<file path="src/rtl/mcu_csr_if.sv">
// mcu_csr_if: CSR request/response bus between the MCU decoder (master)
// and the CSR file (slave). The response is combinational in the request cycle.
interface mcu_csr_if;
   logic        csr_valid;
   logic [11:0] csr_addr;
   logic [1:0]  csr_op;
   logic [31:0] csr_operand;
   logic        csr_wr_suppress;
   logic [31:0] csr_rdata;
   logic        csr_illegal;

   modport master (
      output csr_valid, csr_addr, csr_op, csr_operand, csr_wr_suppress,
      input  csr_rdata, csr_illegal
   );

   modport slave (
      input  csr_valid, csr_addr, csr_op, csr_operand, csr_wr_suppress,
      output csr_rdata, csr_illegal
   );
endinterface

</file>
<file path="src/rtl/mcu_csr_unit.sv">
// mcu_csr_unit: control-processor CSR file. Executes CSR read/modify/write
// requests (answered combinationally, committed on the next rising edge),
// owns trap entry / MRET state, interrupt pending, mailbox, trace control
// and an optional watchdog.
// Optional feature macro: MCU_CSR_WDOG_EN (watchdog counter, WDOG_CTRL,
// mip/mie bit16 WDIP and the wdog outputs). Undefined: WDOG/WDOG_CTRL read 0,
// writes are accepted and ignored, wdog outputs tied low.
// Custom CSR map: 0x7C0 UID, 0x7C1 CAPS, 0x7C2 WDOG, 0x7C3 WDOG_CTRL,
// 0x7C4 MAILBOX_BASE, 0x7C5 MAILBOX_STATUS, 0x7C6 TRACE_CTRL.
module mcu_csr_unit #(
   parameter logic [31:0] UID      = 32'h0000_0000,
   parameter logic [31:0] CAPS     = 32'h0000_0001,
   parameter int          NUM_MBOX = 8
) (
   input  logic                clk,
   input  logic                rst_n,
   mcu_csr_if.slave            csr,
   input  logic                trap_valid,
   input  logic [31:0]         trap_cause,
   input  logic [31:0]         trap_pc,
   input  logic [31:0]         trap_tval,
   input  logic                mret_valid,
   output logic [31:0]         trap_vector,
   output logic [31:0]         mret_pc,
   input  logic                msip_i,
   input  logic                mtip_i,
   input  logic                meip_i,
   input  logic [NUM_MBOX-1:0] mbox_set,
   output logic                irq_pending,
   output logic                wdog_expire,
   output logic                wdog_rst_req,
   output logic [31:0]         mbox_base,
   output logic [7:0]          trace_ctrl
);

   localparam logic [11:0] CSR_MSTATUS        = 12'h300;
   localparam logic [11:0] CSR_MIE            = 12'h304;
   localparam logic [11:0] CSR_MTVEC          = 12'h305;
   localparam logic [11:0] CSR_MSCRATCH       = 12'h340;
   localparam logic [11:0] CSR_MEPC           = 12'h341;
   localparam logic [11:0] CSR_MCAUSE         = 12'h342;
   localparam logic [11:0] CSR_MTVAL          = 12'h343;
   localparam logic [11:0] CSR_MIP            = 12'h344;
   localparam logic [11:0] CSR_CP_UID         = 12'h7C0;
   localparam logic [11:0] CSR_CP_CAPS        = 12'h7C1;
   localparam logic [11:0] CSR_CP_WDOG        = 12'h7C2;
   localparam logic [11:0] CSR_CP_WDOG_CTRL   = 12'h7C3;
   localparam logic [11:0] CSR_CP_MBOX_BASE   = 12'h7C4;
   localparam logic [11:0] CSR_CP_MBOX_STATUS = 12'h7C5;
   localparam logic [11:0] CSR_CP_TRACE_CTRL  = 12'h7C6;

`ifdef MCU_CSR_WDOG_EN
   localparam logic [31:0] MIE_MASK = 32'h0001_0888;
`else
   localparam logic [31:0] MIE_MASK = 32'h0000_0888;
`endif

   typedef enum logic [1:0] {
      CSR_OP_NONE = 2'd0,
      CSR_OP_W    = 2'd1,
      CSR_OP_S    = 2'd2,
      CSR_OP_C    = 2'd3
   } csr_op_e;

   csr_op_e op;
   assign op = csr_op_e'(csr.csr_op);

   // Architectural state
   logic                mstatus_mie_q, mstatus_mie_d;
   logic                mstatus_mpie_q, mstatus_mpie_d;
   logic [31:0]         mie_q, mie_d;
   logic [31:0]         mtvec_q, mtvec_d;
   logic [31:0]         mscratch_q, mscratch_d;
   logic [31:0]         mepc_q, mepc_d;
   logic [31:0]         mcause_q, mcause_d;
   logic [31:0]         mtval_q, mtval_d;
   logic [31:0]         mbox_base_q, mbox_base_d;
   logic [NUM_MBOX-1:0] mbox_stat_q, mbox_stat_d;
   logic [7:0]          trace_q, trace_d;

   // Watchdog-side read values (zero when the watchdog is not built)
   logic [31:0] wdog_rd, wdog_ctrl_rd;
   logic        wdip_rd;

   logic [31:0] mip_rd, mbox_stat_ext, old_val, wval;
   logic        addr_known, addr_ro, csr_illegal_c, wr_en;

   assign mip_rd = {15'b0, wdip_rd, 4'b0, meip_i, 3'b0, mtip_i, 3'b0, msip_i, 3'b0};

   // Read mux: old CSR value plus address decode for legality
   always_comb begin
      old_val       = '0;
      addr_known    = 1'b1;
      addr_ro       = 1'b0;
      mbox_stat_ext = '0;
      mbox_stat_ext[NUM_MBOX-1:0] = mbox_stat_q;
      case (csr.csr_addr)
         CSR_MSTATUS:        old_val = {24'b0, mstatus_mpie_q, 3'b0, mstatus_mie_q, 3'b0};
         CSR_MIE:            old_val = mie_q;
         CSR_MTVEC:          old_val = mtvec_q;
         CSR_MSCRATCH:       old_val = mscratch_q;
         CSR_MEPC:           old_val = mepc_q;
         CSR_MCAUSE:         old_val = mcause_q;
         CSR_MTVAL:          old_val = mtval_q;
         CSR_MIP:            old_val = mip_rd;
         CSR_CP_UID:         begin old_val = UID;  addr_ro = 1'b1; end
         CSR_CP_CAPS:        begin old_val = CAPS; addr_ro = 1'b1; end
         CSR_CP_WDOG:        old_val = wdog_rd;
         CSR_CP_WDOG_CTRL:   old_val = wdog_ctrl_rd;
         CSR_CP_MBOX_BASE:   old_val = mbox_base_q;
         CSR_CP_MBOX_STATUS: old_val = mbox_stat_ext;
         CSR_CP_TRACE_CTRL:  old_val = {24'b0, trace_q};
         default:            addr_known = 1'b0;
      endcase
   end

   // Write value from the read-modify-write op
   always_comb begin
      wval = old_val;
      case (op)
         CSR_OP_W: wval = csr.csr_operand;
         CSR_OP_S: wval = old_val | csr.csr_operand;
         CSR_OP_C: wval = old_val & ~csr.csr_operand;
         default:  wval = old_val;
      endcase
   end

   // A suppressed S/C is a pure read, so it is not an illegal write to a read-only CSR
   assign csr_illegal_c = !addr_known ||
                          (addr_ro && (op != CSR_OP_NONE) && !csr.csr_wr_suppress);
   assign wr_en = csr.csr_valid && (op != CSR_OP_NONE) && !csr.csr_wr_suppress &&
                  !csr_illegal_c && !trap_valid;

   assign csr.csr_rdata   = old_val;
   assign csr.csr_illegal = csr_illegal_c;

   // Next state: trap beats MRET beats a CSR write; mailbox sets beat W1C clears
   always_comb begin
      mstatus_mie_d  = mstatus_mie_q;
      mstatus_mpie_d = mstatus_mpie_q;
      mie_d          = mie_q;
      mtvec_d        = mtvec_q;
      mscratch_d     = mscratch_q;
      mepc_d         = mepc_q;
      mcause_d       = mcause_q;
      mtval_d        = mtval_q;
      mbox_base_d    = mbox_base_q;
      mbox_stat_d    = mbox_stat_q;
      trace_d        = trace_q;

      if (trap_valid) begin
         mepc_d         = trap_pc & 32'hFFFF_FFFC;
         mcause_d       = trap_cause;
         mtval_d        = trap_tval;
         mstatus_mpie_d = mstatus_mie_q;
         mstatus_mie_d  = 1'b0;
      end else if (mret_valid) begin
         mstatus_mie_d  = mstatus_mpie_q;
         mstatus_mpie_d = 1'b1;
      end else if (wr_en && csr.csr_addr == CSR_MSTATUS) begin
         mstatus_mie_d  = wval[3];
         mstatus_mpie_d = wval[7];
      end

      if (wr_en) begin
         case (csr.csr_addr)
            CSR_MIE:           mie_d       = wval & MIE_MASK;
            CSR_MTVEC:         mtvec_d     = {wval[31:2], 1'b0, wval[0]};
            CSR_MSCRATCH:      mscratch_d  = wval;
            CSR_MEPC:          mepc_d      = wval & 32'hFFFF_FFFC;
            CSR_MCAUSE:        mcause_d    = wval;
            CSR_MTVAL:         mtval_d     = wval;
            CSR_CP_MBOX_BASE:  mbox_base_d = wval;
            CSR_CP_TRACE_CTRL: trace_d     = wval[7:0];
            CSR_CP_MBOX_STATUS: mbox_stat_d = mbox_stat_q & ~csr.csr_operand[NUM_MBOX-1:0];
            default: ;
         endcase
      end

      mbox_stat_d = mbox_stat_d | mbox_set;
   end

   // Architectural state register
   always_ff @(posedge clk or negedge rst_n) begin
      if (!rst_n) begin
         mstatus_mie_q  <= 1'b0;
         mstatus_mpie_q <= 1'b0;
         mie_q          <= '0;
         mtvec_q        <= '0;
         mscratch_q     <= '0;
         mepc_q         <= '0;
         mcause_q       <= '0;
         mtval_q        <= '0;
         mbox_base_q    <= '0;
         mbox_stat_q    <= '0;
         trace_q        <= '0;
      end else begin
         mstatus_mie_q  <= mstatus_mie_d;
         mstatus_mpie_q <= mstatus_mpie_d;
         mie_q          <= mie_d;
         mtvec_q        <= mtvec_d;
         mscratch_q     <= mscratch_d;
         mepc_q         <= mepc_d;
         mcause_q       <= mcause_d;
         mtval_q        <= mtval_d;
         mbox_base_q    <= mbox_base_d;
         mbox_stat_q    <= mbox_stat_d;
         trace_q        <= trace_d;
      end
   end

`ifdef MCU_CSR_WDOG_EN
   logic [31:0] wdog_q, wdog_d;
   logic [1:0]  wdog_ctrl_q, wdog_ctrl_d;
   logic        wdip_q, wdip_d;
   logic        wdog_expire_q, wdog_fire;
   logic        wdog_rst_req_q, wdog_rst_req_d;

   // Watchdog countdown: a kick overrides the decrement; expiry only on 1->0
   always_comb begin
      wdog_d         = wdog_q;
      wdog_fire      = 1'b0;
      wdog_ctrl_d    = wdog_ctrl_q;
      wdip_d         = wdip_q;
      if (wr_en && csr.csr_addr == CSR_CP_WDOG) begin
         wdog_d = wval;
      end else if (wdog_ctrl_q[0] && wdog_q != 32'd0) begin
         wdog_d    = wdog_q - 32'd1;
         wdog_fire = (wdog_q == 32'd1);
      end
      if (wr_en && csr.csr_addr == CSR_CP_WDOG_CTRL) begin
         wdog_ctrl_d = wval[1:0];
      end
      if (wr_en && csr.csr_addr == CSR_MIP) begin
         wdip_d = wval[16];
      end
      if (wdog_fire) begin
         wdip_d = 1'b1;
      end
      wdog_rst_req_d = wdog_rst_req_q | (wdog_fire & wdog_ctrl_q[1]);
   end

   // Watchdog state register; reset clears a countdown and a pending reset request at once
   always_ff @(posedge clk or negedge rst_n) begin
      if (!rst_n) begin
         wdog_q         <= '0;
         wdog_ctrl_q    <= '0;
         wdip_q         <= 1'b0;
         wdog_expire_q  <= 1'b0;
         wdog_rst_req_q <= 1'b0;
      end else begin
         wdog_q         <= wdog_d;
         wdog_ctrl_q    <= wdog_ctrl_d;
         wdip_q         <= wdip_d;
         wdog_expire_q  <= wdog_fire;
         wdog_rst_req_q <= wdog_rst_req_d;
      end
   end

   assign wdog_rd      = wdog_q;
   assign wdog_ctrl_rd = {30'b0, wdog_ctrl_q};
   assign wdip_rd      = wdip_q;
   assign wdog_expire  = wdog_expire_q;
   assign wdog_rst_req = wdog_rst_req_q;
`else
   assign wdog_rd      = '0;
   assign wdog_ctrl_rd = '0;
   assign wdip_rd      = 1'b0;
   assign wdog_expire  = 1'b0;
   assign wdog_rst_req = 1'b0;
`endif

   // Vectored mode only offsets for interrupts; exceptions go to the base
   always_comb begin
      trap_vector = {mtvec_q[31:2], 2'b00};
      if (mtvec_q[0] && trap_cause[31]) begin
         trap_vector = {mtvec_q[31:2], 2'b00} + {25'b0, trap_cause[4:0], 2'b00};
      end
   end

   assign mret_pc     = mepc_q;
   assign irq_pending = mstatus_mie_q & (|(mip_rd & mie_q));
   assign mbox_base   = mbox_base_q;
   assign trace_ctrl  = trace_q;

endmodule
</file>
<file path="src/flat_wrapper.sv">
// flat-port wrapper written by rule: the top's interface ports become plain ports
module mcu_csr_unit_flat 
#(
   parameter logic [31:0] UID      = 32'h0000_0000,
   parameter logic [31:0] CAPS     = 32'h0000_0001,
   parameter int          NUM_MBOX = 8
)
  (clk, rst_n, trap_valid, trap_cause, trap_pc, trap_tval, mret_valid, trap_vector, mret_pc, msip_i, mtip_i, meip_i, mbox_set, irq_pending, wdog_expire, wdog_rst_req, mbox_base, trace_ctrl, csr_csr_valid, csr_csr_addr, csr_csr_op, csr_csr_operand, csr_csr_wr_suppress, csr_csr_rdata, csr_csr_illegal);
  mcu_csr_if csr_i ();
  input  logic clk;
  input  logic rst_n;
  input  logic trap_valid;
  input  logic [31:0] trap_cause;
  input  logic [31:0] trap_pc;
  input  logic [31:0] trap_tval;
  input  logic mret_valid;
  output logic [31:0] trap_vector;
  output logic [31:0] mret_pc;
  input  logic msip_i;
  input  logic mtip_i;
  input  logic meip_i;
  input  logic [NUM_MBOX-1:0] mbox_set;
  output logic irq_pending;
  output logic wdog_expire;
  output logic wdog_rst_req;
  output logic [31:0] mbox_base;
  output logic [7:0] trace_ctrl;
  input wire logic [$bits(csr_i.csr_valid)-1:0] csr_csr_valid;
  input wire logic [$bits(csr_i.csr_addr)-1:0] csr_csr_addr;
  input wire logic [$bits(csr_i.csr_op)-1:0] csr_csr_op;
  input wire logic [$bits(csr_i.csr_operand)-1:0] csr_csr_operand;
  input wire logic [$bits(csr_i.csr_wr_suppress)-1:0] csr_csr_wr_suppress;
  output wire logic [$bits(csr_i.csr_rdata)-1:0] csr_csr_rdata;
  output wire logic [$bits(csr_i.csr_illegal)-1:0] csr_csr_illegal;
  assign csr_i.csr_valid = csr_csr_valid;
  assign csr_i.csr_addr = csr_csr_addr;
  assign csr_i.csr_op = csr_csr_op;
  assign csr_i.csr_operand = csr_csr_operand;
  assign csr_i.csr_wr_suppress = csr_csr_wr_suppress;
  assign csr_csr_rdata = csr_i.csr_rdata;
  assign csr_csr_illegal = csr_i.csr_illegal;
  mcu_csr_unit #(.UID(UID), .CAPS(CAPS), .NUM_MBOX(NUM_MBOX)) u_core (.clk(clk), .rst_n(rst_n), .csr(csr_i), .trap_valid(trap_valid), .trap_cause(trap_cause), .trap_pc(trap_pc), .trap_tval(trap_tval), .mret_valid(mret_valid), .trap_vector(trap_vector), .mret_pc(mret_pc), .msip_i(msip_i), .mtip_i(mtip_i), .meip_i(meip_i), .mbox_set(mbox_set), .irq_pending(irq_pending), .wdog_expire(wdog_expire), .wdog_rst_req(wdog_rst_req), .mbox_base(mbox_base), .trace_ctrl(trace_ctrl));
endmodule
</file>
<file path="config.mk">
export PLATFORM = sky130hd
export DESIGN_NAME = mcu_csr_unit_flat
export DESIGN_NICKNAME = d
export VERILOG_FILES = /design/src/rtl/mcu_csr_if.sv /design/src/rtl/mcu_csr_unit.sv /design/src/flat_wrapper.sv
export SDC_FILE = /design/constraint.sdc
export NUM_CORES = 1
export LEC_CHECK = 0
export ABC_AREA = 1
export BUFFER_PORTS_ARGS = -buffer_cell sky130_fd_sc_hd__buf_2
export CAP_MARGIN = 0
export CORE_ASPECT_RATIO = 0.8
export CORE_MARGIN = 2
export CORE_UTILIZATION = 45
export CTS_BUF_LIST = sky130_fd_sc_hd__clkbuf_8
export CTS_CLUSTER_SIZE = 10
export DETAILED_ROUTE_END_ITERATION = 8
export MAX_ROUTING_LAYER = met4
export PLACE_DENSITY = 0.72
export SLEW_MARGIN = 0
export SYNTH_ARGS = -nofsm -noshare
export SYNTH_HDL_FRONTEND = slang
export SYNTH_SLANG_ARGS = --single-unit
</file>
<file path="constraint.sdc">
create_clock -name clk -period 2.9 [get_ports clk]
set_input_delay 0.435 -clock clk [delete_from_list [all_inputs] [get_ports clk]]
set_output_delay 0.435 -clock clk [all_outputs]
set_load 0.02 [all_outputs]
</file>
# Word-level counts from Yosys, hierarchy flattened
# Index checks and enable logic that the tools add are counted.
[op_classes] mux=22 n_lt_le_gt_ge=0 eq_ne=18 mul=0 n_reduce_logical=23 add_sub_neg=1 div=0 n_shift=0 bitwise=8
[ops] cell="32-bit one-hot mux with 12 select lines" count=1
[ops] cell="32-bit two-way mux" count=10
[ops] cell="12-bit by 10-bit == test with 1-bit output, second input constant" count=8
[ops] cell="32-bit one-hot mux with 3 select lines" count=1
[ops] cell="12-bit by 11-bit == test with 1-bit output, second input constant" count=7
[ops] cell="32-bit by 7-bit adder with 32-bit output" count=1
[ops] cell="32-bit AND" count=1
[ops] cell="32-bit NOT" count=1
[ops] cell="32-bit bitwise OR" count=1
[ops] cell="32-bit OR reduction" count=1
[ops] cell="8-bit two-way mux" count=2
[ops] cell="15-bit OR reduction" count=1
[ops] cell="12-bit AND" count=1
[ops] cell="2-bit AND reduction" count=5
[ops] cell="8-bit AND" count=1
[ops] cell="1-bit logical AND" count=8
[ops] cell="1-bit two-way mux" count=8
[ops] cell="8-bit NOT" count=1
[ops] cell="8-bit bitwise OR" count=1
[ops] cell="2-bit == test, second input constant" count=2
[ops] cell="1-bit zero test" count=4
[ops] cell="3-bit nonzero test" count=1
[ops] cell="2-bit by 1-bit == test with 1-bit output, second input constant" count=1
[ops] cell="2-bit nonzero test" count=1
[ops] cell="other kinds (3)" count=3
[word_totals] out_inout_bits=140 mem_bits_rw=0 wordCells=83 ff_bits=212 latch_bits=0 n_memories=0 romBits=0

# Longest topological paths before layout
[logic_depth] ltp_word=13 mapped_depth=15 depth_no_buf=14

# Least setup slack after synthesis
# Ideal clock, no wire load.
[synth_path] path_kind="input port to output port" start="in trap_cause[0]" end="out trap_vector[18]" path_slack_ps=248 path_stages=11 t_arrival_ps=2217 n_path_buf=0 required_ps=2465 path_cell_list="ha_1 -> inv_1 -> fa_1 -> inv_1 -> nand3_1 -> nand2_1 -> a21oi_1 -> nor3_1 -> nand2_1 -> nor3_1 -> xor2_1"
[synth_between] elab_chain_cells=2
[synth_rtl] element="start, declared" line_no="flat_wrapper.sv:13" source="input logic [31:0] trap_cause;"
[synth_rtl] element="32-bit by 7-bit adder with 32-bit output" line_no="mcu_csr_unit.sv:277" source="trap_vector = {mtvec_q[31:2], 2'b00} + {25'b0, trap_cause[4:0], 2'b00};"
[synth_rtl] element="32-bit two-way mux" line_no="mcu_csr_unit.sv:276" source="if (mtvec_q[0] && trap_cause[31]) begin"
[synth_rtl] element="end, declared" line_no="flat_wrapper.sv:17" source="output logic [31:0] trap_vector;"
# Every way passes these cells.

# Worst setup path after layout
[layout_path] start="reg u_core.mtvec_q[2]" end="out trap_vector[24]"
[layout_between] elab_chain_cells=2
[layout_rtl] element="start, declared" line_no="mcu_csr_unit.sv:72" source="logic [31:0] mtvec_q, mtvec_d;"
[layout_rtl] element="start signal, assigned" line_no="mcu_csr_unit.sv:201" source="mtvec_q <= mtvec_d;"
[layout_rtl] element="32-bit by 7-bit adder with 32-bit output" line_no="mcu_csr_unit.sv:277"
[layout_rtl] element="32-bit two-way mux" line_no="mcu_csr_unit.sv:276"
# Every way passes these cells.

==> metrics.md <==
| Metric | Value |
|---|---|
| Pwr/cell area | 418 nW/um^2 |
| Antenna Nets Post-Route | 0 |
| Remaining Overflow, GRT | 0 |
| Post-synth top flop | dfrtp_1 |
| Max Cap Viol | 0 |
| RSZ-0062 raised after global routing | yes |
| DP Area | roughly 15000 sq um |
| Final setup vio count | 19 |
| Min Tclk post-route | 3.11 ns |
| Wire per inst | 20.0 microns |
| CTS tree | done |
| EDFF count, synth | 0 |
| CP max-delay cell | dfrtp_1 |
| Lkg Pwr | 9.17 nW |
| Worst reg2reg path depth | 9 |
| Min-Delay Path Depth | 2 |
| Cell family with most CP delay | simple AND/OR/NAND/NOR gates |
| Path length in cells of the critical path | 14 |
| Worst slack at placement | -0.0281 ns |
| Startpoint Class | flop |
| Starting DRT DRC Count | 1432 |
| Critical path type | flop to output port |
| Clock-pin transition on the worst setup and hold timing paths | 0.06 ns |
| Core box area | 28500 sq um |
| Root Buffer | clkbuf_8 |
| CTS buffer count | 39 |
| Ys Warns | 0 |
| Max Freq | approximately 0.32 GHz |
| Status | finished with violations |
| Share of layout cells above drive strength 1 | 22.9% |
| Layout Cells excl Fill | 2692 |
| DRT Pass-1 Iters | 6 |
| HPWL Detailed | 38.0 mm |
| Tcrit/Tclk final | 107% |
| Antenna violations before repair | 2 |
| Final Hold Viols | 0 |
| Dominant cell type by area after synthesis | dfrtp_1 |
| Total power | 7.01 mW |
| Worst setup EP type | output port |
| Routability-driven placement congestion ratio | 0.960 |
| Max_slew headroom | 37.9% |
| Cells after synthesis | just under 2000 |
| Worst setup margin | -0.214 ns |
| Setup tns final | -2.10 ns |
| Placed insts | 2609 |
| # port buffers | between 200 and 300 |
| End-of-flow core utilization | approximately three fifths |
| Violated checks | negative setup slack |
| Sequential share of the synthesized area | 40.4% |
| Post-synth design cell area | 13100 sq um |
| Clock skew | ~0.019 ns |
| Worst r2r src | u_core.mtvec_q[21] |
| # DRC | 0 |
| Area Overhead vs Synth | 27.8% |
| Post-synthesis async set-or-reset flop share | 100% |
| Post-synth top area share | 40.4% |
| Die W | about 190 microns |
| Crit path arrival time | approximately 2.7 ns |
| Crit-path most repeated cell | nand2_2 |
| Count of cell types in the netlist | 39 |
| First-pass GRT wire length | around 80 mm |
| Vias in the first global route | approximately 14000 |
| Pins Over Slew Limit | 0 |
| Slew of the pin with the lowest slew margin | a little over 0.9 ns |
| Die area | 30500 sq um |
| CP peak stage delay | 0.39 ns |
| Class of the worst hold path | primary input to flop |
| Hold path start | mbox_set[7] |
| Max IR drop VDD | 0.291 mV |
| Chip Height | 157 microns |
| Total number of vias | 14700 |
| I/O pin cnt | roughly 300 |
| Worst Setup SP | u_core.mtvec_q[2] |
| Design Area, Final | ~17000 sq um |
| Std cell rows | 55 |
| Syn Area/Cell | 6.68 sq um |
| Worst path bufs/invs | 4 |
| Final WL | 53.8 mm |
| Clk Latency, worst-skew pair | 0.55 ns |
| Drt via density | 5.46 |
| Dominant cells by area after synthesis | dfrtp_1 (40%), nand2_1 (21%), o21ai_0 (6.8%) |
| Starting Density | 46.0% |
| H-tree depth | 2 |
| Final #Nets | approximately 2500 |
| Largest net degree at the start of global routing | 65 |
| CTS Buffer Depth | 3 |
| Total Routing Usage GR | 36.0% |
| Seq cells post-synth | 212 |
| Crit-path max FO | 2 |
| Fin Hold WS | about 0.065 ns |
| WP data required | 2.47 ns |
| Critical path, cell by cell | ha_4, inv_2, fa_2, inv_2, nand3_2, nand2_2, a21oi_4, nor3_2, nand2_2, buf_12, nor2_4, nand2_2, xor2_1, buf_4 |
| CTS Sinks | about 210 |
-- worst reg2reg max path, stage by stage, from the launching register on --
cell	delay (ns)
dfrtp_1	0.41
inv_1	0.07
buf_4	0.17
o21ai_0	0.40
inv_1	0.10
nand2_1	0.11
nand2_1	0.05
nand2_1	0.28
nand2_1	0.09
o21ai_1	0.12
-- cell families (layout without fill, tap and decap cells) --
| family | Yosys count | after routing | synth area share, % |
|---|---|---|---|
| compound gates | 305 | 305 | 12.9 |
| buf+inv | 297 | 651 | 9.06 |
| flops | 212 | 212 | 40.4 |
| fa+ha+maj | 6 | 6 | 0.630 |
| simple gates | 1101 | 1101 | 34.0 |
| xor+xnor | 25 | 25 | 1.67 |
| mux | 16 | 16 | 1.22 |
| other cells | 1 | 6 | 0.0286 |
-- sequential cells by signal (all words and copies together) (netlist names) --
| register | flops |
|---|---|
| u_core.mtvec_q | 31 |
| u_core.mstatus_mpie_q | 1 |
| u_core.mbox_base | 32 |
| u_core.mscratch_q | 32 |
| u_core.trace_ctrl | 8 |
| u_core.mtval_q | 32 |
| u_core.mstatus_mie_q | 1 |
| u_core.mcause_q | 32 |
| u_core.mret_pc | 32 |
| u_core.mbox_stat_q | 8 |
| u_core.mie_q | 3 |
-- cell usage in the layout (no fill, tap or decap), drive strengths merged --
master	count
bufinv	2
nor3b	6
inv	221
conb	4
xor2	23
and3	1
a21o	8
o211ai	33
clkbuf	47
dlygate4sd3	1
clkinvlp	1
o21a	6
clkinv	3
fa	1
o31ai	13
nor2	235
nand4	16
o221ai	1
nand2	747
and2	1
buf	376
o22ai	11
xnor2	2
nand3b	7
dfrtp	212
o21ai	218
nand3	55
or2	10
ha	5
nor4	3
mux2i	16
a21oi	15
diode	2
nor3	20
-- final timing paths --
check                                        endpoint  slack [ns]
worst max-delay path                  trap_vector[24]       -0.21
min in group asynchronous          u_core.mret_pc[15]        0.42
max in group asynchronous          u_core.mtvec_q[19]        1.69
worst max register to register     u_core.mtval_q[21]        1.02
worst min-delay path            u_core.mbox_stat_q[7]        0.06
worst min register to register   u_core.mscratch_q[3]        0.48
-- cell usage after synthesis (2+ instances only) --
master	n
nand4_1	14
nor2_1	217
o31ai_1	13
buf_4	9
o21a_1	6
buf_2	32
nor3_1	19
nor2_4	5
nor2_2	13
dfrtp_1	212
ha_1	5
clkbuf_1	46
xor2_1	23
inv_2	11
nand2_1	745
mux2i_1	16
a21o_1	8
nor4_1	3
nand3b_1	7
o21ai_1	40
a21oi_1	15
nand3_1	54
nand4_2	2
o211ai_1	33
o21ai_0	178
inv_1	199
o22ai_1	11
nor3b_1	6
xnor2_1	2
or2_2	10
-- per-layer routing --
metal	part of all wire [%]	global-route usage (%)
met1	44	50.5
met2	43	53.6
met3	11	6.88
met4	2.6	9.78
met5	0	-
-- cell type report --
cell class	count	area (sq um)
repair buffers	377	2430
inverters	210	790
diodes	2	5.00
multi-input cells	1457	7000
well taps	370	463
clock buffers	47	647
clock inverters	17	123
flip-flops and latches	212	5310
fillers	2738	11700
-- repair_timing --
item / 4_1_cts / 5_1_grt
setup endpoints to repair: 25 / 30
hold endpoints to repair: 56 / 0
pin swaps: 17 / 7
buffers inserted: 16 / 4
hold buffers: 1 / 0
resized for setup: 90 / 28
-- report_power, final --
part           switching [mW]  internal (mW)
clock                    1.34           1.63
sequential             0.0701           3.08
combinational           0.583          0.307
total                    1.99           5.02
No activity file was read; power rests on OpenSTA's default activity.
